### src/rtl/dc_sweep_pkg.sv
// dc_sweep_pkg: shared state encoding and default widths for the DC sweep
// sequencer. The optional averaging feature is enabled with SWEEP_AVG_EN.
package dc_sweep_pkg;

    localparam int DAC_W_DEF    = 12;
    localparam int ADC_W_DEF    = 12;
    localparam int SETTLE_W_DEF = 16;
    localparam int AVG_LOG2_DEF = 2;

    typedef enum logic [2:0] {
        IDLE,
        SET,
        SETTLE,
        SAMPLE,
        EMIT,
        STEP,
        DONE
    } sweep_state_e;

endpackage

### src/rtl/sweep_settle_timer.sv
// sweep_settle_timer: loadable down-counter with a terminal-count flag.
// The counter holds at zero; the zero flag is what the sequencer keys off.
module sweep_settle_timer
    import dc_sweep_pkg::*;
#(
    parameter int SETTLE_W = SETTLE_W_DEF
) (
    input  logic                clk,
    input  logic                rst_n,
    input  logic                load,
    input  logic [SETTLE_W-1:0] load_val,
    input  logic                dec,
    output logic                zero
);

    logic [SETTLE_W-1:0] count_q;

    // Load takes priority over decrement; never wraps below zero.
    always_ff @(posedge clk or negedge rst_n) begin
        if (!rst_n) begin
            count_q <= '0;
        end else if (load) begin
            count_q <= load_val;
        end else if (dec && (count_q != '0)) begin
            count_q <= count_q - 1'b1;
        end
    end

    assign zero = (count_q == '0);

endmodule

### src/rtl/dc_sweep_sequencer.sv
// dc_sweep_sequencer: steps a source DAC code from start to stop, settles,
// takes one ADC conversion per point and streams (code, sample) results.
// Optional feature macro: SWEEP_AVG_EN (averages 2^AVG_LOG2 conversions).
//
// state  | meaning
// IDLE   | waiting for start, config not latched
// SET    | presenting dac_code, waiting for dac_ready
// SETTLE | settle timer counting down to zero
// SAMPLE | adc_req held until adc_ack
// EMIT   | result held on the stream until res_ready
// STEP   | compute next code, decide continue or finish
// DONE   | one-cycle done pulse
module dc_sweep_sequencer
    import dc_sweep_pkg::*;
#(
    parameter int DAC_W    = DAC_W_DEF,
    parameter int ADC_W    = ADC_W_DEF,
    parameter int SETTLE_W = SETTLE_W_DEF
`ifdef SWEEP_AVG_EN
    , parameter int AVG_LOG2 = AVG_LOG2_DEF
`endif
) (
    input  logic                clk,
    input  logic                rst_n,
    input  logic                start,
    input  logic                abort,
    input  logic [DAC_W-1:0]    v_start,
    input  logic [DAC_W-1:0]    v_stop,
    input  logic [DAC_W-1:0]    v_step,
    input  logic [SETTLE_W-1:0] settle_cycles,
    output logic [DAC_W-1:0]    dac_code,
    output logic                dac_valid,
    input  logic                dac_ready,
    output logic                adc_req,
    input  logic                adc_ack,
    input  logic [ADC_W-1:0]    adc_data,
    output logic                res_valid,
    input  logic                res_ready,
    output logic [DAC_W-1:0]    res_code,
    output logic [ADC_W-1:0]    res_data,
    output logic                busy,
    output logic                done,
    output logic                aborted
);

    sweep_state_e state_q, state_d;

    logic [DAC_W-1:0]    code_q;
    logic [DAC_W-1:0]    stop_q;
    logic [DAC_W-1:0]    step_q;
    logic [SETTLE_W-1:0] settle_q;
    logic [DAC_W-1:0]    res_code_q;
    logic [ADC_W-1:0]    res_data_q;
    logic                aborted_q;

    logic [DAC_W:0]      next_code;
    logic                abort_any;
    logic                start_ok;
    logic                dac_fire;
    logic                timer_zero;
    logic                last_conv;
    logic [ADC_W-1:0]    sample_val;

    assign start_ok  = (state_q == IDLE) && start;
    assign dac_fire  = (state_q == SET) && dac_ready;
    // abort is a level but may drop before SAMPLE/EMIT finishes, so the
    // sticky flag keeps the request alive until the next state boundary.
    assign abort_any = abort | aborted_q;
    // One extra bit so a step past all-ones shows up as a carry, not a wrap.
    assign next_code = {1'b0, code_q} + {1'b0, step_q};

    sweep_settle_timer #(
        .SETTLE_W (SETTLE_W)
    ) u_settle_timer (
        .clk      (clk),
        .rst_n    (rst_n),
        .load     (dac_fire),
        .load_val (settle_q),
        .dec      (state_q == SETTLE),
        .zero     (timer_zero)
    );

`ifdef SWEEP_AVG_EN
    localparam int ACC_W = ADC_W + AVG_LOG2;

    logic [ACC_W-1:0]    acc_q;
    logic [ACC_W-1:0]    acc_sum;
    logic [AVG_LOG2-1:0] conv_cnt_q;

    assign acc_sum    = acc_q + ACC_W'(adc_data);
    assign last_conv  = &conv_cnt_q;
    assign sample_val = ADC_W'(acc_sum >> AVG_LOG2);

    // Accumulate conversions for the current point; cleared outside SAMPLE.
    always_ff @(posedge clk or negedge rst_n) begin
        if (!rst_n) begin
            acc_q      <= '0;
            conv_cnt_q <= '0;
        end else if (state_q != SAMPLE) begin
            acc_q      <= '0;
            conv_cnt_q <= '0;
        end else if (adc_ack) begin
            acc_q      <= acc_sum;
            conv_cnt_q <= conv_cnt_q + 1'b1;
        end
    end
`else
    assign last_conv  = 1'b1;
    assign sample_val = adc_data;
`endif

    // State register.
    always_ff @(posedge clk or negedge rst_n) begin
        if (!rst_n) begin
            state_q <= IDLE;
        end else begin
            state_q <= state_d;
        end
    end

    // Next-state logic.
    always_comb begin
        state_d = state_q;
        case (state_q)
            IDLE: begin
                if (start) state_d = SET;
            end
            SET: begin
                if (abort_any)      state_d = DONE;
                else if (dac_ready) state_d = SETTLE;
            end
            SETTLE: begin
                if (abort_any)       state_d = DONE;
                else if (timer_zero) state_d = SAMPLE;
            end
            SAMPLE: begin
                if (adc_ack) begin
                    if (abort_any)      state_d = DONE;
                    else if (last_conv) state_d = EMIT;
                end
            end
            EMIT: begin
                if (res_ready) state_d = abort_any ? DONE : STEP;
            end
            STEP: begin
                if (abort_any || (step_q == '0) || next_code[DAC_W] ||
                    (next_code[DAC_W-1:0] > stop_q)) begin
                    state_d = DONE;
                end else begin
                    state_d = SET;
                end
            end
            DONE:    state_d = IDLE;
            default: state_d = IDLE;
        endcase
    end

    // Latch sweep config on an accepted start and advance the code per point.
    always_ff @(posedge clk or negedge rst_n) begin
        if (!rst_n) begin
            code_q   <= '0;
            stop_q   <= '0;
            step_q   <= '0;
            settle_q <= '0;
        end else if (start_ok) begin
            code_q   <= v_start;
            stop_q   <= v_stop;
            step_q   <= v_step;
            settle_q <= settle_cycles;
        end else if ((state_q == STEP) && (state_d == SET)) begin
            code_q   <= next_code[DAC_W-1:0];
        end
    end

    // Capture the result on the final conversion of a non-aborted point.
    always_ff @(posedge clk or negedge rst_n) begin
        if (!rst_n) begin
            res_code_q <= '0;
            res_data_q <= '0;
        end else if ((state_q == SAMPLE) && adc_ack && last_conv && !abort_any) begin
            res_code_q <= code_q;
            res_data_q <= sample_val;
        end
    end

    // Sticky abort flag: set by abort while sweeping, cleared by next start.
    always_ff @(posedge clk or negedge rst_n) begin
        if (!rst_n) begin
            aborted_q <= 1'b0;
        end else if (start_ok) begin
            aborted_q <= 1'b0;
        end else if (abort && (state_q != IDLE) && (state_q != DONE)) begin
            aborted_q <= 1'b1;
        end
    end

    assign dac_code  = code_q;
    assign dac_valid = (state_q == SET);
    assign adc_req   = (state_q == SAMPLE);
    assign res_valid = (state_q == EMIT);
    assign res_code  = res_code_q;
    assign res_data  = res_data_q;
    assign busy      = (state_q != IDLE);
    assign done      = (state_q == DONE);
    assign aborted   = aborted_q;

endmodule

### config.mk
export PLATFORM = sky130hd
export DESIGN_NAME = dc_sweep_sequencer
export DESIGN_NICKNAME = d
export VERILOG_FILES = /design/src/rtl/dc_sweep_pkg.sv /design/src/rtl/sweep_settle_timer.sv /design/src/rtl/dc_sweep_sequencer.sv
export SDC_FILE = /design/constraint.sdc
export NUM_CORES = 1
export LEC_CHECK = 0
export ABC_AREA = 1
export BUFFER_PORTS_ARGS = -buffer_cell sky130_fd_sc_hd__buf_2
export CAP_MARGIN = 20
export CORE_MARGIN = 3
export CORE_UTILIZATION = 35
export DETAILED_ROUTE_END_ITERATION = 16
export GPL_TIMING_DRIVEN = 1
export PLACE_DENSITY = 0.53
export SLEW_MARGIN = 20
export SYNTH_ARGS = -nofsm -noshare
export SYNTH_HDL_FRONTEND = slang
export SYNTH_SLANG_ARGS = --single-unit
### constraint.sdc
create_clock -name clk -period 3.8 [get_ports clk]
set_input_delay 0.19 -clock clk [delete_from_list [all_inputs] [get_ports clk]]
set_output_delay 0.19 -clock clk [all_outputs]
set_load 0.01 [all_outputs]
; Word level (Yosys, flattened, before mapping)
; Cells that the tools add are included.
[word_totals]
ff_bits = 96
inputBits = 71
output_inout_bits = 42
elab_cells = 58
[op_classes]
add_sub_neg = 2
magnitude_cmp = 1
n_eq_ne = 8
muxes = 17
bitwise_logic = 1
reduce_logical = 20
[op_table]
columns = cell, count
row1 = 2-to-1 mux 16 bit, 2
row2 = 2-to-1 mux 12 bit, 2
row3 = 2-to-1 mux 3 bit, 8
row4 = one-hot mux 3 bit (6 select lines), 1
row5 = zero test 16 bit, 1
row6 = nonzero test 16 bit, 1
row7 = "subtractor 16 x 1 -> 16 bit, second input constant", 1
row8 = adder 12 x 12 -> 13 bit, 1
row9 = greater-than comparator 12 bit, 1
row10 = zero test 12 bit, 1
row11 = "equality test 3 bit, second input constant", 3
row12 = logical AND 1 bit, 8
row13 = "equality test 3 x 1 -> 1 bit, second input constant", 2
row14 = "equality test 3 x 2 -> 1 bit, second input constant", 2
row15 = nonzero test 2 bit, 3
row16 = 2-to-1 mux 2 bit, 2
row17 = zero test 3 bit, 1
row18 = logical OR 1 bit, 3
row19 = "inequality test 3 bit, second input constant", 1
row20 = nonzero test 3 bit, 1
row21 = 2-to-1 mux 1 bit, 2
row22 = zero test 1 bit, 1
row23 = bitwise OR 1 bit, 1

; Longest topological paths before layout
[logic_depth]
word_depth = 10
ltp_mapped = 23
depth_no_buf = 22

; Modules after synthesis
; A second synthesis with hierarchy kept.
[unflattened]
hier_cells = 731
area_unflattened_um2 = 5706.7
[modules_own_cells]
columns = module, instances, cells_per_inst, area_each_um2
row1 = dc_sweep_sequencer, 1, 548, 4451.8
row2 = sweep_settle_timer, 1, 183, 1255.0

; Worst setup path after synthesis
; No wires, ideal clock.
[synth_timing]
kind = reg-to-reg
from = register code_q[0], in the netlist dac_code[0]
to = register code_q[10], in the netlist dac_code[10]
setup_ns = 0.117
arrival_ns = 2.646
required_time_ns = 3.683
setup_slack_ns = 1.038
path_stages_with_launch = 22
n_path_buf = 1
period_less_slack_ns = 2.762
cell_sequence = dfrtp_1 -> ha_1 -> inv_1 -> fa_1 -> inv_1 -> nand3_1 -> nand3_1 -> nand2_1 -> nand2_1 -> xor2_1 -> ha_1 -> nand2_1 -> inv_1 -> nand2_1 -> nor2_1 -> nand2_1 -> nand3_1 -> nand2_1 -> nand3_4 -> clkbuf_8 -> nand3_1 -> nand2_1
[synth_via]
elab_chain_len = 8
[synth_lines]
columns = item, line_no
row1 = start: declaration, dc_sweep_sequencer.sv:48  ; logic [DAC_W-1:0] code_q;
row2 = start signal: assignment, dc_sweep_sequencer.sv:166  ; code_q <= v_start;
row3 = start signal: assignment, dc_sweep_sequencer.sv:171  ; code_q <= next_code[DAC_W-1:0];
row4 = adder 12 x 12 -> 13 bit (*), dc_sweep_sequencer.sv:70  ; assign next_code = {1'b0, code_q} + {1'b0, step_q};
row5 = greater-than comparator 12 bit / logical OR 1 bit (equally long branches), "dc_sweep_sequencer.sv:147, dc_sweep_sequencer.sv:146"
row6 = logical OR 1 bit, dc_sweep_sequencer.sv:146  ; if (abort_any || (step_q == '0) || next_code[DAC_W] ||
row7 = 2-to-1 mux 3 bit, dc_sweep_sequencer.sv:146
row8 = one-hot mux 3 bit (6 select lines), dc_sweep_sequencer.sv:124  ; case (state_q)
row9 = equality test 3 x 1 -> 1 bit, dc_sweep_sequencer.sv:170  ; end else if ((state_q == STEP) && (state_d == SET)) begin
row10 = logical AND 1 bit, dc_sweep_sequencer.sv:170
row11 = nonzero test 2 bit (no line), n/a
; Mark *: on every way between the ends. The rest lies on a longest branch, timed or not. The select of a mux whose other input is x is not followed.
; A chain may end at the register's enable or synchronous reset.

; Final worst setup path
[layout_timing]
from = register code_q[0], in the netlist dac_code[0]
to = register code_q[8], in the netlist dac_code[8]
; The elaborated chain is that of the path after synthesis.

==> results.toml <==
[status]
status = "completed"

[routing]
antenna_left = 0
routed_wl_um = 14700
drt_iter0_markers = 388
wl_per_cell_um = 14.3
drtPass1Iterations = 5
viasPerCell = 4.69
drc = 0
vias = 4806

[synthesis]
synth_fp_nets = 796
async_reset_ff_frac = 1.00
synth_cell_types = 37
syn_area_mm2 = 0.00557
yosys_warnings = 0
syn_area_per_cell_um2 = 7.97
synth_common_cells = "nand2_1 (254), dfrtp_1 (96), inv_1 (74)"
yosys-top-cells-area = "dfrtp_1 (43%), nand2_1 (17%), ha_1 (5.6%)"
yosysTopAreaCellShare = 0.431
yosysMostFrequentCell = "nand2_1"
synth_edf_count = 0
synthCells = 699
ys_ff_latch = 96
yosysTopAreaCell = "dfrtp_1"
ys_seq_area_frac = 0.431
synth_ff_type = "dfrtp_1"

[floorplan]
num_io_pins = 113
start_util = 0.363
std_cell_rows = 45
core_area_mm2 = 0.0154
fp.dieW_um = 132
dieArea_mm2 = 0.0175
die_h_um = 132

[critical_path]
worstPathMaxFanout = 14
path_delay_family = "simple AND/OR/NAND/NOR gates"
crit_chain = "ha_1, inv_1, fa_1, inv_1, nand3_1, nand3_1, nand2_1, nand2_1, xor2_1, ha_1, nand2_1, inv_1, nand2_1, nor2_1, nand2_1, nand3_1, nand2_1, nand3_4, nand2_4, nand2_1, nand2_1"
start_kind = "flop"
reg2regPathDepth = 21
path_buf_inv = 3
critical_path_arrival_ns = 3.56
path_class = "reg -> reg"
required_ns = 4.08
cp_slowest_cell = "dfrtp_1"
crit_path_end_kind = "flop"
r2r_slack_ns = 0.52
r2r_start = "dac_code[0]"
cp_slowest_stage_delay_ns = 0.40
crit_top_cell = "nand2_1"
worst_r2r_endpoint = "dac_code[8]"

[place]
dp_cells = 1009
hpwl_um = 10900
io_buffer_count = 112
routabilityCongestion = 0.896

[power]
leakage_uw = 0.00369
power.share.clock = 0.150
intPower_uw = 3090
p_per_area_mw_per_mm2 = 865
p_sw_frac = 0.458
vdd_drop_max_v = 0.000443
sequentialPowerShare = 0.315
total_power_uw = 5700
switchingPower_uw = 2610
p_comb_frac = 0.535

[cells_and_area]
fillers = 1598
num-nets-final = 907
layout-drive-gt1-share = 0.219
antenna_cells = 0
area_growth_pct = 18.3
post_layout_nonfiller_instances = 1025

[global_routing]
grt_pass1_vias = 4720
grt_pass1_wl_um = 24400
gr-total-overflow = 0
grt_max_degree = 65
antenna_found_initial = 1
grt_use_total = 0.174

[hold_path]
hold_class = "in -> reg"
hold_depth = 3
hp-start = "settle_cycles[0]"
min_delay_worst_endpoint = "settle_q[0]"

[sta]
setup_viol = 0
hold_viol = 0
clock_skew_ns = 0.0123
hold_ws_ns = 0.0285
rsz0062_at_grt = "false"
fmax_mhz = 305
setup_tns_ns = 0
slew_viol_final = 0
min_period_over_period = 0.863
tightest_slew_ns = 0.889
slew_headroom = 0.405
fin_crit_ns = 3.28

[clock_network]
clock_path_buffers = 2
clkTransAtPathRegs_ns = 0.07
root_buffer = "clkbuf_16"
ctsResizeCount = 0
clk_latency_ns = 0.35
cts_tree = "yes"
htree_levels = 3
cts_buffers = 9
cts.sinks = 96

[flow_run]
drv.max_cap_violation_count = 0
-- state kept, by name (all words and copies together), names as in the netlist --
signal                  flops
state_q                     3
stop_q                     12
aborted                     1
res_data                   12
u_settle_timer.count_q     16
step_q                     12
settle_q                   16
res_code                   12
dac_code                   12
-- worst max path at each step --
stage,start,to,depth (start not counted)
finish,dac_code[0],dac_code[8],21
global route,dac_code[0],dac_code[2],21
CTS,dac_code[0],dac_code[8],21
detailed placement,dac_code[0],dac_code[8],21
global placement,dac_code[0],dac_code[0],21
floorplan,dac_code[0],dac_code[10],21
-- worst register-to-register path, stage by stage (launching register included) --
cell and delay [ns]:
dfrtp_1 0.40, ha_1 0.22, inv_1 0.06, fa_1 0.40, inv_1 0.11, nand3_1 0.08
nand3_1 0.13, nand2_1 0.06, nand2_1 0.11, xor2_1 0.30, ha_1 0.29, nand2_1 0.06
inv_1 0.04, nand2_1 0.07, nor2_1 0.06, nand2_1 0.06, nand3_1 0.06, nand2_1 0.11
nand3_4 0.22, nand2_4 0.24, nand2_1 0.07, nand2_1 0.06
-- layout by cell type (no fill, tap or decap), types with 15 or more instances in the layout --
| cell type | Yosys | final |
|---|---|---|
| nand2_1 | 254 | 254 |
| buf_2 | 2 | 111 |
| dfrtp_1 | 96 | 96 |
| inv_1 | 74 | 74 |
| nor2_1 | 54 | 54 |
| nand3_1 | 47 | 47 |
| ha_1 | 25 | 25 |
| o21ai_0 | 22 | 22 |
| mux2_4 | 18 | 18 |
| a21oi_1 | 15 | 15 |
-- power groups by stage --
stage	logic, µW	registers [µW]	clock network [µW]
6_report	3050	1800	853
4_1_cts	3090	1800	886
3_3_place_gp	3050	1790	0
2_1_floorplan	2200	1780	0
3_5_place_dp	3060	1810	0
5_1_grt	3540	1860	924
-- repair_timing --
action	CTS	global route
setup endpoints to repair	0	0
endpoints found under the hold margin	62	0
hold buffers	1	0
buffers inserted	0	0
-- area by class of cell --
| cell class | count | area, µm² | share of cell area |
|---|---|---|---|
| clock inverter | 5 | 32.5 | 0.00494 |
| timing repair buffer | 118 | 611 | 0.0927 |
| clock buffer | 10 | 239 | 0.0363 |
| inverter | 77 | 289 | 0.0439 |
| multi-input combinational | 508 | 2750 | 0.418 |
| tap | 211 | 264 | 0.0401 |
| sequential | 96 | 2400 | 0.365 |
-- stage by stage --
stage | util | worst slack (ns) | area (µm²)
floorplan | - | 1.04 | 5570
global placement | 0.410 | 0.593 | 6310
detailed placement | 0.410 | 0.526 | 6310
CTS | 0.429 | 0.490 | 6590
global route | 0.429 | 0.176 | 6590
finish | 0.429 | 0.519 | 6590
-- cells by family after synthesis --
kind of cell	share of synthesized area
AO/OA/AOI/OAI	0.0521
XOR/XNOR	0.0220
adder cells (fa/ha/maj)	0.0597
buffers and inverters	0.0750
flip-flops	0.431
multiplexers	0.0586
AND/OR/NAND/NOR	0.302
-- routing by layer --
layer	global-route usage	part of all wire	up-vias
li1	-	-	2428
met1	0.253	0.51	2229
met2	0.253	0.42	125
met3	0.0344	0.052	22
met4	0.0693	0.024	2
met5	0	0.00089	-
Note: power is estimated with default switching activity, not from simulation.
